File: src/rtl/lfsr_pkg.sv
// rtl/lfsr_pkg.sv - shared Galois LFSR helpers for lfsr_bank
// Contents: lfsr_step (one Galois shift), reset_seed (per-channel reset seed),
//           default maximal tap masks for 8/16/24/32-bit registers.
// Helpers compute at LFSR_MAXW bits; callers truncate to their own width.
package lfsr_pkg;

  localparam int LFSR_MAXW = 64;

  // Maximal-length Galois tap masks (x^n term implied by the shift out of the MSB)
  localparam logic [7:0]  LFSR_TAPS_8  = 8'h1D;
  localparam logic [15:0] LFSR_TAPS_16 = 16'h002D;
  localparam logic [23:0] LFSR_TAPS_24 = 24'h000087;
  localparam logic [31:0] LFSR_TAPS_32 = 32'h0040_0007;

  function automatic logic [LFSR_MAXW-1:0] width_mask(input int nbits);
    if (nbits >= LFSR_MAXW) return '1;
    return (64'd1 << nbits) - 64'd1;
  endfunction

  // One Galois shift of an nbits-wide register; bits above nbits come out zero.
  function automatic logic [LFSR_MAXW-1:0] lfsr_step(input logic [LFSR_MAXW-1:0] state,
                                                    input logic [LFSR_MAXW-1:0] taps,
                                                    input logic                 invert,
                                                    input int                   nbits);
    logic [LFSR_MAXW-1:0] mask;
    logic [LFSR_MAXW-1:0] shifted;
    logic                 fb;
    mask    = width_mask(nbits);
    fb      = (|(state & (64'd1 << (nbits - 1)))) ^ invert;
    shifted = (state << 1) & mask;
    return shifted ^ (fb ? (taps & mask) : '0);
  endfunction

  // All ones with the channel index XORed into the low bits; never zero while ch < 2^nbits - 1.
  function automatic logic [LFSR_MAXW-1:0] reset_seed(input int ch, input int nbits);
    return width_mask(nbits) ^ 64'(unsigned'(ch));
  endfunction

endpackage

File: src/rtl/lfsr_chan.sv
// rtl/lfsr_chan.sv - one LFSR channel: state register, unrolled stepping, optional wrap detect
// Ports: clk, reset (sync, active-high), enable (step STEPS shifts), load (take seed),
//        seed (already zero-guarded by the bank), state (registered), wrap (registered pulse).
// Macro LFSR_BANK_WRAP_DETECT_EN builds the seed register and wrap comparator; otherwise wrap = 0.
module lfsr_chan
  import lfsr_pkg::*;
#(
  parameter int               NBITS  = 8,
  parameter logic [NBITS-1:0] TAPS   = 8'h1D,
  parameter int               STEPS  = 1,
  parameter int               INVERT = 0,
  parameter int               CH     = 0
) (
  input  logic             clk,
  input  logic             reset,
  input  logic             enable,
  input  logic             load,
  input  logic [NBITS-1:0] seed,
  output logic [NBITS-1:0] state,
  output logic             wrap
);

  localparam logic [NBITS-1:0] RST_SEED = NBITS'(reset_seed(CH, NBITS));

  logic [LFSR_MAXW-1:0] acc;
  logic [NBITS-1:0]     next_state;

  // STEPS shifts chained combinationally so a whole enabled cycle lands in one edge
  always_comb begin
    acc = LFSR_MAXW'(state);
    for (int i = 0; i < STEPS; i++) begin
      acc = lfsr_step(acc, LFSR_MAXW'(TAPS), INVERT != 0, NBITS);
    end
  end

  assign next_state = acc[NBITS-1:0];

  generate
    if (NBITS < LFSR_MAXW) begin : g_acc_hi
      logic unused_acc_hi;
      assign unused_acc_hi = ^acc[LFSR_MAXW-1:NBITS];
    end
  endgenerate

`ifdef LFSR_BANK_WRAP_DETECT_EN
  logic [NBITS-1:0] seed_q;

  always_ff @(posedge clk) begin
    if (reset) begin
      state  <= RST_SEED;
      seed_q <= RST_SEED;
      wrap   <= 1'b0;
    end else if (load) begin
      state  <= seed;
      seed_q <= seed;
      wrap   <= 1'b0;
    end else if (enable) begin
      state  <= next_state;
      // Only the post-step state is compared; intermediate shifts never count
      wrap   <= (next_state == seed_q);
    end else begin
      wrap   <= 1'b0;
    end
  end
`else
  always_ff @(posedge clk) begin
    if (reset) begin
      state <= RST_SEED;
    end else if (load) begin
      state <= seed;
    end else if (enable) begin
      state <= next_state;
    end
  end

  assign wrap = 1'b0;
`endif

endmodule

File: src/rtl/lfsr_bank.sv
// rtl/lfsr_bank.sv - NCH-channel Galois LFSR bank sharing one tap polynomial
// Ports: clk, reset (sync, active-high), enable (advance all channels), load/load_ch/seed
//        (reseed one channel), lfsr (channel i at [i*NBITS +: NBITS]), seed_err (zero seed
//        replaced), wrap (per-channel return-to-seed pulse).
// Macro LFSR_BANK_WRAP_DETECT_EN enables wrap detection; undefined ties wrap to 0.
module lfsr_bank
  import lfsr_pkg::*;
#(
  parameter int               NBITS  = 8,
  parameter logic [NBITS-1:0] TAPS   = 8'h1D,
  parameter int               NCH    = 2,
  parameter int               STEPS  = 1,
  parameter int               INVERT = 0,
  localparam int              LCW    = (NCH > 1) ? $clog2(NCH) : 1
) (
  input  logic                 clk,
  input  logic                 reset,
  input  logic                 enable,
  input  logic                 load,
  input  logic [LCW-1:0]       load_ch,
  input  logic [NBITS-1:0]     seed,
  output logic [NCH*NBITS-1:0] lfsr,
  output logic                 seed_err,
  output logic [NCH-1:0]       wrap
);

  logic [NCH-1:0] load_hit;
  logic           zero_guard;

  // A zero seed would lock a non-inverting LFSR at zero forever
  assign zero_guard = (INVERT == 0) && (seed == '0);

  generate
    for (genvar g = 0; g < NCH; g++) begin : g_chan
      localparam logic [NBITS-1:0] RS = NBITS'(reset_seed(g, NBITS));

      logic [NBITS-1:0] chan_seed;

      // load_ch values at or beyond NCH match no channel and are dropped silently
      assign load_hit[g] = load && (load_ch == LCW'(g));
      assign chan_seed   = zero_guard ? RS : seed;

      lfsr_chan #(
        .NBITS  (NBITS),
        .TAPS   (TAPS),
        .STEPS  (STEPS),
        .INVERT (INVERT),
        .CH     (g)
      ) u_chan (
        .clk    (clk),
        .reset  (reset),
        .enable (enable),
        .load   (load_hit[g]),
        .seed   (chan_seed),
        .state  (lfsr[g*NBITS +: NBITS]),
        .wrap   (wrap[g])
      );
    end
  endgenerate

  always_ff @(posedge clk) begin
    if (reset) begin
      seed_err <= 1'b0;
    end else begin
      seed_err <= zero_guard && (|load_hit);
    end
  end

endmodule

File: config.mk
export PLATFORM = sky130hd
export DESIGN_NAME = lfsr_bank
export DESIGN_NICKNAME = d
export VERILOG_FILES = /design/src/rtl/lfsr_pkg.sv /design/src/rtl/lfsr_chan.sv /design/src/rtl/lfsr_bank.sv
export SDC_FILE = /design/constraint.sdc
export NUM_CORES = 1
export LEC_CHECK = 0
export ABC_CLOCK_PERIOD_IN_PS = 1300
export BUFFER_PORTS_ARGS = -buffer_cell sky130_fd_sc_hd__buf_2
export CAP_MARGIN = 20
export CORE_UTILIZATION = 48
export CTS_BUF_LIST = sky130_fd_sc_hd__clkbuf_2
export DETAILED_ROUTE_END_ITERATION = 10
export HOLD_SLACK_MARGIN = 0.1
export PLACE_DENSITY = 0.78
export SYNTH_ARGS = -nofsm -noshare
export SYNTH_HDL_FRONTEND = slang
export SYNTH_HIERARCHICAL = 1
export SYNTH_SLANG_ARGS = --single-unit
File: constraint.sdc
create_clock -name clk -period 1.3 [get_ports clk]
set_input_delay 0.195 -clock clk [delete_from_list [all_inputs] [get_ports clk]]
set_output_delay 0.195 -clock clk [all_outputs]
set_load 0.1 [all_outputs]
==> metrics.md <==
| Metric | Value |
|---|---|
| Row cnt | 16 |
| Clk Latency, worst-skew pair | 0.28 ns |
| Setup crit start kind | register |
| Largest family of logic cells by synthesized area | simple AND/OR/NAND/NOR gates |
| Fin Setup TNS | 0 ns |
| Clock slew at reported path FFs | 0.15 ns |
| Drt first-iter violations | 6 |
| Power per Cell Area | 1080 mW/mm^2 |
| Syn Area/Cell | 10.3 um^2 |
| Area share of the largest cell type after synthesis | 31.6% |
| Storage element area | 360 um^2 |
| Tot Pwr | 1.49 mW |
| Slowest stage delay, CP | 0.41 ns |
| Synth Cell Area | 0.00108 mm^2 |
| Yosys Warn Count | 6 |
| Seq pwr share | 41.4% |
| FF-to-FF Start | g_chan[1].u_chan/state[3] |
| Fin util | 67.5% |
| DP Worst Slack | -0.193 ns |
| Vias per cell | 5.31 |
| First-pass GRT wire length | 3710 um |
| GPL Wtd Cong | 0.774 |
| Status | finished clean |
| Post-Synth Adder-Cell Area | 0% |
| Comb pwr share | 42.8% |
| Clock Path Buffers | 2 |
| Total CTS buffers | 3 |
| Final Worst Setup Slack | 0.0836 ns |
| Worst-path fanout max | 1 |
| Sw frac | 43.9% |
| Post-synthesis compound-gate area fraction | 17.9% |
| Clk_skew | 0.000595 ns |
| WHS | 0.163 ns |
| WL final | 2230 um |
| Fin cells | 163 |
| Slew Limit Fails | 0 |
| # setup viols final | 0 |
| Number of global-route vias before repair | 861 |
| Delay-heaviest family, CP | buffers and inverters |
| Die Footprint | 0.00243 mm^2 |
| Worst hold endpoint | seed_err |
| CP bufs+invs | 1 |
| Fillers | 169 |
| Worst Hold Class | in2reg |
| Share of layout cells above drive strength 1 | 60.3% |
| Flops & latches, synth | 17 |
| Hold path depth | 2 |
| Type of the worst setup path | reg2out |
| H-tree depth | 1 |
| Mux contribution to synthesized area | 9.30% |
| Final min period | 1.22 ns |
| Post-DRT Antenna Nets | 0 |
| Period utilisation layout | 93.6% |
| CTS tree | done |
| Crit path arrival time | 1.02 ns |
| Final Hold Viols | 0 |
| Sequential area share after synthesis | 31.6% |
| Synth area leaders | dfxtp_1, nor3b_1, mux2i_1 |
| Mapped Cells | 104 |
| Clock network fraction of design power | 15.8% |
| Global route overflow | 0 |
| IO Pins | 32 |
| Post-Synthesis Net Count | 117 |
| RR Endpoint | g_chan[1].u_chan/state[3] |
| HP Start | load |
| Post-synthesis cell type count | 24 |
| RSZ-0062 raised after global routing | false |
| Dpl cell area | 0.00132 mm^2 |
| CTS sink cnt | 17 |
| Root buffer cell | clkbuf_2 |
| Synth Area in XOR/XNOR | 4.88% |
| P_sw | 0.655 mW |
| R2R setup slack | 0.38 ns |
| DP Cell Count | 159 |
| Via count | 866 |
| Routed len/inst | 13.7 um |
| Die W | 49.3 um |
| R2r worst-path depth | 2 |
| Number of antenna violations at the first check in global routing | 0 |
| Internal power | 0.837 mW |
| Area of the multi-input gates | 661 um^2 |
| Crit. End Element | output port |
| DRC viols | 0 |
| Worst EP required | 1.11 ns |
| Worst-path cell with the longest stage delay | buf_2 |
| Layout Area Growth over Synthesis | 28.1% |
| Pleak | 0.536 nW |
| Core ar. | 0.00204 mm^2 |
| Cell taking the most area after synthesis | dfxtp_1 |
| GRT Util Overall | 19.7% |
| DR pass1 iterations | 3 |
| Final nets | 150 |
| MaxCap Viol Count | 0 |
| Crit-path cells | buf_2 |
| Post-synthesis simple-gate area fraction | 24.5% |
| Largest net degree at the start of global routing | 15 |
| N_diodes | 0 |
| Postcts setup bufs | 0 |
| Final instance area | 0.00138 mm^2 |
| Initial Util | 52.7% |
| DP Wirelength | 1750 um |
| Achievable frequency | 822 MHz |
| Port buffer count | 29 |
| Die H | 49.3 um |
| Max VDD drop | 0.766 mV |
[flip-flops by register name, indices dropped and copies added (netlist names)]
register,flops
g_chan.u_chan/state,16
seed_err,1
[cells in the final DEF (no fill, tap or decap), drive strengths merged]
cell	instances
nor3b	17
and2	1
nor2	2
a21oi	9
xnor2	6
nor2b	2
o21bai	8
or4	2
dfxtp	17
conb	2
clkbuf	15
nor4b	1
nor4	6
inv	1
buf	30
mux2i	10
a211oi	7
[cells by family after synthesis]
family	after synthesis
AND/OR/NAND/NOR	31
flip-flops	17
other	2
multiplexers	10
XOR/XNOR	6
buffers and inverters	14
AO/OA/AOI/OAI	24
[power by group through the flow]
stage | registers (mW) | logic (mW) | clock network, mW
final | 0.617 | 0.639 | 0.236
after global routing | 0.623 | 0.665 | 0.283
after CTS | 0.617 | 0.628 | 0.250
after detailed placement | 0.628 | 0.622 | 0
after global placement | 0.624 | 0.615 | 0
after floorplan | 0.920 | 0.225 | 0
[what timing repair did]
item                                   CTS  global route
gates resized for setup                  3            11
setup endpoints to repair                3            11
hold buffers                             0             0
endpoints found under the hold margin    0             0
[synth_stat cells]
cell and n:
a21oi_1 9, xnor2_1 6, dfxtp_1 17, nor4_1 4, o21bai_1 8, or4_4 1
nor3b_1 14, nor4_2 2, buf_4 3, buf_6 7, mux2i_1 10, a211oi_2 7
nor2b_1 2, and2_1 1, nor4b_4 1, clkbuf_2 1, nor2_2 1, conb_1 2
or4_1 1, buf_2 1, nor3b_2 3, nor2_1 1, inv_2 1, clkbuf_1 1
[per-layer routing]
metal / up-vias / share of wire (%) / track usage, %
li1: 436 / - / -
met1: 412 / 47 / 25.4
met2: 18 / 51 / 34.2
met3: 0 / 2.6 / 3.74
met4: 0 / 0 / 2.94
met5: - / 0 / 0
[worst max-delay path by stage]
| stage | from | endpoint | slack, ns | cells after the start |
|---|---|---|---|---|
| 3_3_place_gp | seed[0] | g_chan[0].u_chan/state[7] | -0.16 | 6 |
| 4_1_cts | g_chan[1].u_chan/state[1] | lfsr[9] | 0.001 | 1 |
| 2_1_floorplan | seed[0] | g_chan[0].u_chan/state[2] | 0.004 | 5 |
| 6_report | seed_err | seed_err | 0.08 | 1 |
| 5_1_grt | seed_err | seed_err | 0.005 | 1 |
| 3_5_place_dp | seed[0] | g_chan[1].u_chan/state[3] | -0.19 | 6 |
[area by class of cell]
class | count | share of cell area [%]
Multi-Input combinational cell | 73 | 47.9
Tap cell | 27 | 2.45
Clock buffer | 4 | 1.45
Sequential cell | 17 | 26.1
Inverter | 1 | 0.272
Timing Repair Buffer | 41 | 21.8
Note: power is estimated with default switching activity, not from simulation.
